$ cat config.mk
export PLATFORM = sky130hd
export DESIGN_NAME = pow_nonce_search
export DESIGN_NICKNAME = d
export VERILOG_FILES = /design/src/rtl/pow_pkg.sv /design/src/rtl/pow_hash_stage.sv /design/src/rtl/pow_nonce_search.sv
export SDC_FILE = /design/constraint.sdc
export NUM_CORES = 1
export LEC_CHECK = 0
export ABC_AREA = 1
export CORE_MARGIN = 2
export CORE_UTILIZATION = 50
export CTS_CLUSTER_DIAMETER = 100
export DETAILED_ROUTE_END_ITERATION = 6
export GPL_ROUTABILITY_DRIVEN = 0
export PLACE_DENSITY = 0.75
export SETUP_SLACK_MARGIN = 0.5
export SYNTH_ARGS = -nofsm -noshare
export SYNTH_HDL_FRONTEND = slang
export SYNTH_HIERARCHICAL = 1
export SYNTH_SLANG_ARGS = --single-unit
$ cat constraint.sdc
create_clock -name clk -period 2.4 [get_ports clk]
set_input_delay 0.72 -clock clk [delete_from_list [all_inputs] [get_ports clk]]
set_output_delay 0.72 -clock clk [all_outputs]
set_load 0.01 [all_outputs]
$ cat src/rtl/pow_pkg.sv
// Shared types, defaults and the toy hash used by the nonce search engine.
package pow_pkg;

  localparam int POW_W = 8;
  localparam logic [POW_W-1:0] POW_SALT = 8'h5A;
  localparam int HASH_MAX_W = 32;

  typedef enum logic [1:0] {
    IDLE  = 2'd0,
    RUN   = 2'd1,
    DRAIN = 2'd2,
    DONE  = 2'd3
  } pow_state_e;

  // H(n) = rotl3(data ^ n) + (n ^ salt), all within the low w bits.
  // Width-generic so any instance width up to HASH_MAX_W shares one definition.
  function automatic logic [HASH_MAX_W-1:0] hash_f(
    input logic [HASH_MAX_W-1:0] data,
    input logic [HASH_MAX_W-1:0] nonce,
    input logic [HASH_MAX_W-1:0] salt,
    input int                    w
  );
    logic [HASH_MAX_W-1:0] mask;
    logic [HASH_MAX_W-1:0] x;
    logic [HASH_MAX_W-1:0] rot;
    mask   = {HASH_MAX_W{1'b1}} >> (HASH_MAX_W - w);
    x      = (data ^ nonce) & mask;
    rot    = ((x << 3) | (x >> (w - 3))) & mask;
    hash_f = (rot + ((nonce ^ salt) & mask)) & mask;
  endfunction

endpackage

$ cat src/rtl/pow_hash_stage.sv
// Single registered hash stage: captures H(nonce) alongside its nonce.
module pow_hash_stage
  import pow_pkg::*;
#(
  parameter int             W    = POW_W,
  parameter logic [W-1:0]   SALT = POW_SALT
) (
  input  logic         clk,
  input  logic         rst,
  input  logic [W-1:0] data_i,
  input  logic [W-1:0] nonce_i,
  input  logic         valid_i,
  output logic [W-1:0] pipe_hash_o,
  output logic [W-1:0] pipe_nonce_o,
  output logic         pipe_v_o
);

  logic [W-1:0] pipe_hash_d, pipe_hash_q;
  logic [W-1:0] pipe_nonce_d, pipe_nonce_q;
  logic         pipe_v_d, pipe_v_q;

  // Load a new hash only on valid issue; contents hold otherwise so the
  // last nonce is still readable while the controller drains.
  always_comb begin
    pipe_hash_d  = pipe_hash_q;
    pipe_nonce_d = pipe_nonce_q;
    pipe_v_d     = valid_i;
    if (valid_i) begin
      pipe_hash_d  = W'(hash_f(HASH_MAX_W'(data_i), HASH_MAX_W'(nonce_i),
                               HASH_MAX_W'(SALT), W));
      pipe_nonce_d = nonce_i;
    end
  end

  // Pipe register with asynchronous clear.
  always_ff @(posedge clk or posedge rst) begin
    if (rst) begin
      pipe_hash_q  <= '0;
      pipe_nonce_q <= '0;
      pipe_v_q     <= 1'b0;
    end else begin
      pipe_hash_q  <= pipe_hash_d;
      pipe_nonce_q <= pipe_nonce_d;
      pipe_v_q     <= pipe_v_d;
    end
  end

  assign pipe_hash_o  = pipe_hash_q;
  assign pipe_nonce_o = pipe_nonce_q;
  assign pipe_v_o     = pipe_v_q;

endmodule

$ cat src/rtl/pow_nonce_search.sv
// Toy proof-of-work nonce search: sweeps nonces 0..MAX_NONCE through a
// one-stage hash pipe and reports the first hash strictly below target.
//
// state | meaning
// IDLE  | waiting for start_i; busy_o low
// RUN   | issuing nonces into the pipe, checking the previous one
// DRAIN | all nonces issued; checking the last one in the pipe
// DONE  | one-cycle done_o pulse, result outputs valid
module pow_nonce_search
  import pow_pkg::*;
#(
  parameter int           W         = POW_W,
  parameter int           MAX_NONCE = 255,
  parameter logic [W-1:0] SALT      = POW_SALT
) (
  input  logic         clk,
  input  logic         rst,
  input  logic         start_i,
  input  logic [W-1:0] data_i,
  input  logic [W-1:0] target_i,
  output logic         busy_o,
  output logic         done_o,
  output logic         found_o,
  output logic [W-1:0] nonce_o,
  output logic [W-1:0] hash_o
);

  localparam logic [W-1:0] LAST_NONCE = W'(MAX_NONCE);

  pow_state_e   state_d, state_q;
  logic [W-1:0] data_d, data_q;
  logic [W-1:0] target_d, target_q;
  logic [W-1:0] issue_d, issue_q;
  logic         busy_d, busy_q;
  logic         done_d, done_q;
  logic         found_d, found_q;
  logic [W-1:0] nonce_d, nonce_q;
  logic [W-1:0] hash_d, hash_q;

  logic [W-1:0] pipe_hash;
  logic [W-1:0] pipe_nonce;
  logic         pipe_v;
  logic         pipe_hit;

  pow_hash_stage #(
    .W    (W),
    .SALT (SALT)
  ) u_hash_stage (
    .clk          (clk),
    .rst          (rst),
    .data_i       (data_q),
    .nonce_i      (issue_q),
    .valid_i      (state_q == RUN),
    .pipe_hash_o  (pipe_hash),
    .pipe_nonce_o (pipe_nonce),
    .pipe_v_o     (pipe_v)
  );

  assign pipe_hit = (pipe_hash < target_q);

  // Next-state, issue counter and result capture; a hit in RUN wins over
  // advancing, so the nonce issued on that same edge is simply discarded.
  always_comb begin
    state_d  = state_q;
    data_d   = data_q;
    target_d = target_q;
    issue_d  = issue_q;
    busy_d   = busy_q;
    done_d   = 1'b0;
    found_d  = found_q;
    nonce_d  = nonce_q;
    hash_d   = hash_q;
    unique case (state_q)
      IDLE: begin
        busy_d = 1'b0;
        if (start_i) begin
          data_d   = data_i;
          target_d = target_i;
          issue_d  = '0;
          busy_d   = 1'b1;
          found_d  = 1'b0;
          nonce_d  = '0;
          hash_d   = '0;
          state_d  = RUN;
        end
      end
      RUN: begin
        if (pipe_v && pipe_hit) begin
          found_d = 1'b1;
          nonce_d = pipe_nonce;
          hash_d  = pipe_hash;
          done_d  = 1'b1;
          state_d = DONE;
        end else if (issue_q == LAST_NONCE) begin
          state_d = DRAIN;
        end else begin
          issue_d = issue_q + W'(1);
        end
      end
      DRAIN: begin
        found_d = pipe_hit;
        nonce_d = pipe_hit ? pipe_nonce : LAST_NONCE;
        hash_d  = pipe_hash;
        done_d  = 1'b1;
        state_d = DONE;
      end
      DONE: begin
        busy_d  = 1'b0;
        state_d = IDLE;
      end
      default: state_d = IDLE;
    endcase
  end

  // Controller state and registered outputs with asynchronous clear.
  always_ff @(posedge clk or posedge rst) begin
    if (rst) begin
      state_q  <= IDLE;
      data_q   <= '0;
      target_q <= '0;
      issue_q  <= '0;
      busy_q   <= 1'b0;
      done_q   <= 1'b0;
      found_q  <= 1'b0;
      nonce_q  <= '0;
      hash_q   <= '0;
    end else begin
      state_q  <= state_d;
      data_q   <= data_d;
      target_q <= target_d;
      issue_q  <= issue_d;
      busy_q   <= busy_d;
      done_q   <= done_d;
      found_q  <= found_d;
      nonce_q  <= nonce_d;
      hash_q   <= hash_d;
    end
  end

  assign busy_o  = busy_q;
  assign done_o  = done_q;
  assign found_o = found_q;
  assign nonce_o = nonce_q;
  assign hash_o  = hash_q;

endmodule

Word-level counts from Yosys, hierarchy flattened
Cells that the tools add are included.
{ "totals": {"regBits": 62, "input_bits": 19, "output_inout_bits": 19, "word_cells": 56} }
{ "classes": {"addsub": 2, "magnitude_cmp": 1, "eq_ne": 9, "muxes": 20, "bitwise": 3, "reduce_logical": 9} }
{ "op_table": {"columns": ["op", "count"], "rows": [
  ["two-way mux 8 bit", 6],
  ["case mux 8 bit (3 select lines)", 2],
  ["case mux 8 bit (2 select lines)", 1],
  ["adder 8 x 1 -> 8 bit (second input constant)", 1],
  ["adder 8 bit", 1],
  ["== test 8 bit (second input constant)", 1],
  ["< comparator 8 bit", 1],
  ["!= test 2 bit (second input constant)", 4],
  ["OR 8 x 3 -> 8 bit", 1],
  ["case mux 2 bit (4 select lines)", 1],
  ["bitwise XOR 8 bit", 1],
  ["two-way mux 2 bit", 3],
  ["== test 2 bit (second input constant)", 2],
  ["two-way mux 1 bit", 4],
  ["inverter 4 bit", 1],
  ["case mux 1 bit (2 select lines)", 2],
  ["AND reduction 2 bit", 2],
  ["AND reduction 4 bit", 1],
  ["nonzero test 2 bit", 2],
  ["!= test 3 bit (second input constant)", 1],
  ["case mux 1 bit (3 select lines)", 1],
  ["AND reduction 3 bit", 1],
  ["nonzero test 3 bit", 1],
  ["== test 2 x 1 -> 1 bit (second input constant)", 1],
  ["2 further kinds", 2]
]} }

Longest topological paths before layout
{ "depth": {"word_depth": 4, "mapped_depth": 13, "depth_no_buf": 12} }

By module
The synthesis kept the hierarchy.
{ "by_module_without_submodules": {"columns": ["mod", "n_inst", "cells_each", "area_each_um2", "seq_area_each_um2"], "rows": [
  ["pow_nonce_search", 1, 282, 2383.5, 1126.1],
  ["pow_hash_stage", 1, 133, 1057.3, 425.4]
]} }

Worst setup path before layout
No wires, ideal clock.
{ "synth_timing": {"path_kind": "flip-flop to flip-flop", "startpoint": "register issue_q[5]", "endpoint": "register u_hash_stage.pipe_hash_q[6] (netlist: u_hash_stage/pipe_hash_o[6])", "setup_ps": 117, "arrival_time_ps": 1620, "t_required_ps": 2283, "setup_slack_ps": 663, "stages_incl_launch_ff": 13, "path_buffers": 0, "period_less_slack_ps": 1737, "cell_sequence": "dfrtp_1 -> xor2_1 -> ha_1 -> inv_1 -> fa_1 -> inv_1 -> nand2_1 -> nand2_1 -> nand3b_1 -> nand2_1 -> nand2_1 -> nand3_1 -> nand2_1"} }
{ "synth_between": {"elab_chain_len": 3} }
{ "synth_lines": {"columns": ["item", "line_no", "rtl"], "rows": [
  ["start, declared", "pow_nonce_search.sv:33", "logic [W-1:0] issue_d, issue_q;"],
  ["start signal, assigned", "pow_nonce_search.sv:131", "issue_q <= issue_d;"],
  ["bitwise XOR 8 bit", "pow_pkg.sv:27", "x = (data ^ nonce) & mask;"],
  ["OR 8 x 3 -> 8 bit", "pow_pkg.sv:28", "rot = ((x << 3) | (x >> (w - 3))) & mask;"],
  ["adder 8 bit *", "pow_pkg.sv:29", "hash_f = (rot + ((nonce ^ salt) & mask)) & mask;"],
  ["end signal, assigned", "pow_hash_stage.sv:42", "pipe_hash_q <= pipe_hash_d;"],
  ["end, declared", "pow_hash_stage.sv:18", "logic [W-1:0] pipe_hash_d, pipe_hash_q;"]
]} }
Every way passes the cells marked *; elsewhere a longest branch is shown, timed or not.
A chain may end at the register's enable or synchronous reset.

Final worst setup path
{ "layout_timing": {"startpoint": "register u_hash_stage.pipe_hash_q[3] (netlist: u_hash_stage/pipe_hash_o[3])", "endpoint": "register issue_q[5]"} }
{ "layout_between": {"elab_chain_len": 4} }
{ "layout_lines": {"columns": ["item", "line_no", "rtl"], "rows": [
  ["< comparator 8 bit", "pow_nonce_search.sv:59", "assign pipe_hit = (pipe_hash < target_q);"],
  ["logical AND 1 bit", "pow_nonce_search.sv:88", "if (pipe_v && pipe_hit) begin"],
  ["!= test 2 bit (no source line)", null, null],
  ["AND reduction 4 bit (no source line)", null, null]
]} }
No other way between the ends.

==> flow_summary.html <==
<table>
<tr><th>Metric</th><th>Value</th></tr>
<tr><th colspan="2">Placement</th></tr>
<tr><td>Area post-placement</td><td>0.00388 sq mm</td></tr>
<tr><td>Count of input and output buffers</td><td>37</td></tr>
<tr><td>Placed wire-length estimate</td><td>5.13 mm</td></tr>
<tr><td>Placement Setup Slack</td><td>245 ps</td></tr>
<tr><th colspan="2">Floorplan</th></tr>
<tr><td>Number of standard-cell rows in the floorplan</td><td>30</td></tr>
<tr><td>X dimension of the die</td><td>87.0 um</td></tr>
<tr><td>Starting density of the core</td><td>51.2%</td></tr>
<tr><td>Total die area</td><td>0.00756 sq mm</td></tr>
<tr><td>Die extent in y</td><td>87.0 um</td></tr>
<tr><td>Top-level I/O count</td><td>38</td></tr>
<tr><td>Core Footprint</td><td>0.00672 sq mm</td></tr>
<tr><th colspan="2">Clocking</th></tr>
<tr><td>Maximum count of clock buffers along a single path</td><td>2</td></tr>
<tr><td>CTS Sinks</td><td>62</td></tr>
<tr><td>Clock Latency Late Sink</td><td>350 ps</td></tr>
<tr><td>TritonCTS clock tree</td><td>done</td></tr>
<tr><td>Number of clock buffers inserted by TritonCTS</td><td>9</td></tr>
<tr><td>Library cell used as clock root buffer</td><td>sky130_fd_sc_hd__clkbuf_8</td></tr>
<tr><td>Clock-pin slew on the worst setup and hold paths</td><td>70 ps</td></tr>
<tr><td>H-tree level count</td><td>3</td></tr>
<tr><th colspan="2">Worst setup path</th></tr>
<tr><td>Worst endpoint data arrival time</td><td>2090 ps</td></tr>
<tr><td>Slack of the worst reg-to-reg path</td><td>540 ps</td></tr>
<tr><td>Startpoint class of the critical path</td><td>flop</td></tr>
<tr><td>Endpoint of the worst register-to-register path</td><td>issue_q[5]</td></tr>
<tr><td>Slowest library cell on the worst path</td><td>sky130_fd_sc_hd__dfrtp_1</td></tr>
<tr><td>Data required time at the worst endpoint</td><td>2630 ps</td></tr>
<tr><td>Worst-path cell chain</td><td>ha_1 &gt; a21oi_1 &gt; nand2_2 &gt; nand2_4 &gt; nand4_1 &gt; nand2_4 &gt; inv_6 &gt; nand2_2 &gt; o21ai_2</td></tr>
<tr><td>Family with the most delay on the worst path</td><td>simple AND/OR/NAND/NOR gates</td></tr>
<tr><td>FF-to-FF Start</td><td>u_hash_stage/pipe_hash_o[3]</td></tr>
<tr><td>Maximum net fanout on the critical path</td><td>6</td></tr>
<tr><td>Critical Path Max Stage Delay</td><td>400 ps</td></tr>
<tr><td>Worst Reg2Reg Path Length in Cells</td><td>9</td></tr>
<tr><td>Bufs and invs on worst path</td><td>1</td></tr>
<tr><td>Critical setup path kind</td><td>reg2reg</td></tr>
<tr><td>Critical path endpoint category</td><td>flop</td></tr>
<tr><th colspan="2">Logic synthesis</th></tr>
<tr><td>Count of cell types in the netlist</td><td>35</td></tr>
<tr><td>Mean cell area of the mapped netlist</td><td>8.29 sq um</td></tr>
<tr><td>Mapped cell area</td><td>0.00344 sq mm</td></tr>
<tr><td>Number of nets in the synthesized netlist</td><td>455</td></tr>
<tr><td>Number of synthesis warnings</td><td>6</td></tr>
<tr><td>Post-synth EDFFs</td><td>0</td></tr>
<tr><td>Dominant register cell in the synthesized netlist</td><td>sky130_fd_sc_hd__dfrtp_1</td></tr>
<tr><td>Register bit count reported by yosys</td><td>62</td></tr>
<tr><td>Share of the yosys chip area belonging to registers</td><td>45.1%</td></tr>
<tr><td>Count of mapped cells out of synthesis</td><td>415</td></tr>
<tr><td>Synth async-reset ratio</td><td>100%</td></tr>
<tr><th colspan="2">Worst hold path</th></tr>
<tr><td>Cell depth of the worst min-delay path</td><td>2</td></tr>
<tr><td>Startpoint of the lowest-slack hold path</td><td>u_hash_stage/pipe_nonce_o[0]</td></tr>
<tr><td>Endpoint of the worst hold-timing path</td><td>u_hash_stage/pipe_nonce_o[0]</td></tr>
<tr><td>Worst hold path class</td><td>reg2reg</td></tr>
<tr><th colspan="2">Global route</th></tr>
<tr><td>First-pass GRT wire length</td><td>12.3 mm</td></tr>
<tr><td>Number of antenna violations at the first check in global routing</td><td>0</td></tr>
<tr><td>Aggregate global-route resource usage</td><td>20.7%</td></tr>
<tr><td>Vias in the first global route</td><td>2601</td></tr>
<tr><td>GRT Residual Overflow</td><td>0</td></tr>
<tr><td>Largest net degree at the start of global routing</td><td>35</td></tr>
<tr><th colspan="2">Detailed routing</th></tr>
<tr><td>Number of antenna-violating nets in the routed design</td><td>0</td></tr>
<tr><td>Number of detailed-routing iterations run before antenna repair</td><td>4</td></tr>
<tr><td>Routed wire length</td><td>7.23 mm</td></tr>
<tr><td>Via-per-instance ratio</td><td>5.14</td></tr>
<tr><td>Wire length per cell</td><td>13.2 um</td></tr>
<tr><td>Number of vias after detailed routing</td><td>2824</td></tr>
<tr><td>DR DRC count</td><td>0</td></tr>
<tr><td>DRC marker count from the first detailed-route iteration</td><td>195</td></tr>
<tr><th colspan="2">STA</th></tr>
<tr><td>Setup_tns</td><td>0 ps</td></tr>
<tr><td>Pins over their slew limit</td><td>0</td></tr>
<tr><td>Worst Clk Skew</td><td>8.25 ps</td></tr>
<tr><td>Final worst hold slack</td><td>476 ps</td></tr>
<tr><td>Max-Slew Margin vs Limit</td><td>59.1%</td></tr>
<tr><td>Slew of the pin with the lowest slew margin</td><td>613 ps</td></tr>
<tr><td>Number of hold-slack violations in the final timing report</td><td>0</td></tr>
<tr><td>Highest clock frequency the design can meet</td><td>0.537 GHz</td></tr>
<tr><td>Setup WS post-layout</td><td>538 ps</td></tr>
<tr><td>Fin crit period</td><td>1860 ps</td></tr>
<tr><td>Setup repair after global routing missed its margin</td><td>true</td></tr>
<tr><td>Number of setup violations in the final report</td><td>0</td></tr>
<tr><td>Final cycle utilization of the critical path</td><td>77.6%</td></tr>
<tr><th colspan="2">Power and ir drop</th></tr>
<tr><td>Worst VDD drop</td><td>0.474 mV</td></tr>
<tr><td>Pwr Density</td><td>1370 mW/mm^2</td></tr>
<tr><td>Leakage dissipation</td><td>0.00218 uW</td></tr>
<tr><th colspan="2">Outcome</th></tr>
<tr><td>Status</td><td>finished clean</td></tr>
<tr><th colspan="2">Layout</th></tr>
<tr><td>Proportion of layout cells with a drive suffix above 1</td><td>18.3%</td></tr>
<tr><td>Commonest non-fill, non-tap cell in the layout</td><td>sky130_fd_sc_hd__nand2_1</td></tr>
<tr><td>Most frequent cells in the layout</td><td>sky130_fd_sc_hd__nand2_1 (154), sky130_fd_sc_hd__dfrtp_1 (62), sky130_fd_sc_hd__inv_1 (37)</td></tr>
<tr><td>Antenna diode count</td><td>0</td></tr>
<tr><td>Area Growth Syn to Fin</td><td>22.1%</td></tr>
<tr><td>Final Net Count</td><td>505</td></tr>
<tr><td>Post-route cell area</td><td>0.00420 sq mm</td></tr>
<tr><th colspan="2">Run</th></tr>
<tr><td>Count of maximum capacitance violations</td><td>0</td></tr>
</table>
==> tightest hold or removal path, stage by stage, from the launching register on <==
cell and delay [ps]:
sky130_fd_sc_hd__dfrtp_1 350, sky130_fd_sc_hd__nand2_1 50, sky130_fd_sc_hd__nand2_1 40
==> layout make-up <==
cell class                      instances  area, sq um
Timing Repair Buffer                   48          429
Clock inverter                          5         75.1
Clock buffer                           10          128
Inverter                               43          166
Multi-Input combinational cell        301         1750
Fill cell                             594         2520
Tap cell                               80          100
Sequential cell                        62         1550
==> how the worst max path moves through the flow <==
stage	start	end	slack (ps)	cells after the start
after floorplan	rst	busy_o	620	1
after global routing	u_hash_stage/pipe_hash_o[3]	issue_q[7]	420	9
after detailed placement	start_i	hash_o[0]	240	8
after CTS	issue_q[5]	u_hash_stage/pipe_hash_o[6]	510	12
after global placement	start_i	nonce_o[4]	290	8
final	u_hash_stage/pipe_hash_o[3]	issue_q[5]	540	9
==> cell families after synthesis <==
logic type / after synthesis / synth area share (%)
AOI/OAI and AO/OA: 50 / 9.67
xor gates and xnor gates: 9 / 2.29
adders and majority gates: 21 / 7.85
buffers and inverters: 54 / 7.05
DFF: 62 / 45.1
and+or+nand+nor: 219 / 28.0
==> registers in the layout (all words and copies together) (netlist names) <==
register and flops:
hash_o 8, u_hash_stage/pipe_nonce_o 8, busy_o 1, target_q 8
u_hash_stage/pipe_v_o 1, nonce_o 8, data_q 8, done_o 1
u_hash_stage/pipe_hash_o 8, issue_q 8, state_q 2, found_o 1
==> metrics by stage <==
stage | util (%) | power [uW] | instances
final | 62.5 | 5750 | 549
after detailed placement | 57.7 | 4540 | 527
after CTS | 60.5 | 5470 | 542
after floorplan | - | 3870 | 415
after global routing | 62.5 | 6230 | 549
after global placement | 57.7 | 4410 | 527
==> layer usage <==
layer | up-vias | share of wire (%) | routed length (um) | track usage, %
met5 | - | 0 | 0 | 0
met1 | 1335 | 45 | 3250 | 27.6
li1 | 1410 | - | - | -
met4 | 0 | 1.9 | 134 | 8.10
met2 | 67 | 50 | 3590 | 34.1
met3 | 12 | 3.4 | 249 | 2.84
==> cells in the mapped netlist, types with 2 or more instances <==
cell                       number  share of area, %
sky130_fd_sc_hd__nand2_1      162                18
sky130_fd_sc_hd__dfrtp_1       62                45
sky130_fd_sc_hd__inv_1         40               4.4
sky130_fd_sc_hd__ha_1          20               7.3
sky130_fd_sc_hd__o21ai_2       16               4.1
sky130_fd_sc_hd__nand3_1       14               2.0
sky130_fd_sc_hd__o21ai_0       13               1.9
sky130_fd_sc_hd__nor2_1        11               1.2
sky130_fd_sc_hd__nand2_2       10               1.8
sky130_fd_sc_hd__o21ai_1       10               1.5
sky130_fd_sc_hd__xor2_1         8               2.0
sky130_fd_sc_hd__nand3b_1       7               1.5
sky130_fd_sc_hd__a21oi_1        6              0.87
sky130_fd_sc_hd__buf_6          4               1.3
sky130_fd_sc_hd__buf_2          3              0.44
sky130_fd_sc_hd__clkbuf_1       3              0.33
sky130_fd_sc_hd__nand2_4        3              0.98
sky130_fd_sc_hd__nor2_2         3              0.55
sky130_fd_sc_hd__inv_2          2              0.22
sky130_fd_sc_hd__nand3_2        2              0.58
sky130_fd_sc_hd__nand4_1        2              0.36
==> power by group <==
group,switching (uW),internal [uW],leakage (uW),total (uW)
Combinational,1910,1160,0.00127,3070
Sequential,267,1430,0.000810,1700
Clock,410,574,0.000106,984
==> what timing repair did <==
action	CTS	global route
gates cloned	0	2
setup buffers	0	5
gates resized for setup	20	22
pin swaps	0	10
hold buffers	0	0
endpoints found under the setup margin	29	26
Note: power is estimated with default switching activity, not from simulation.
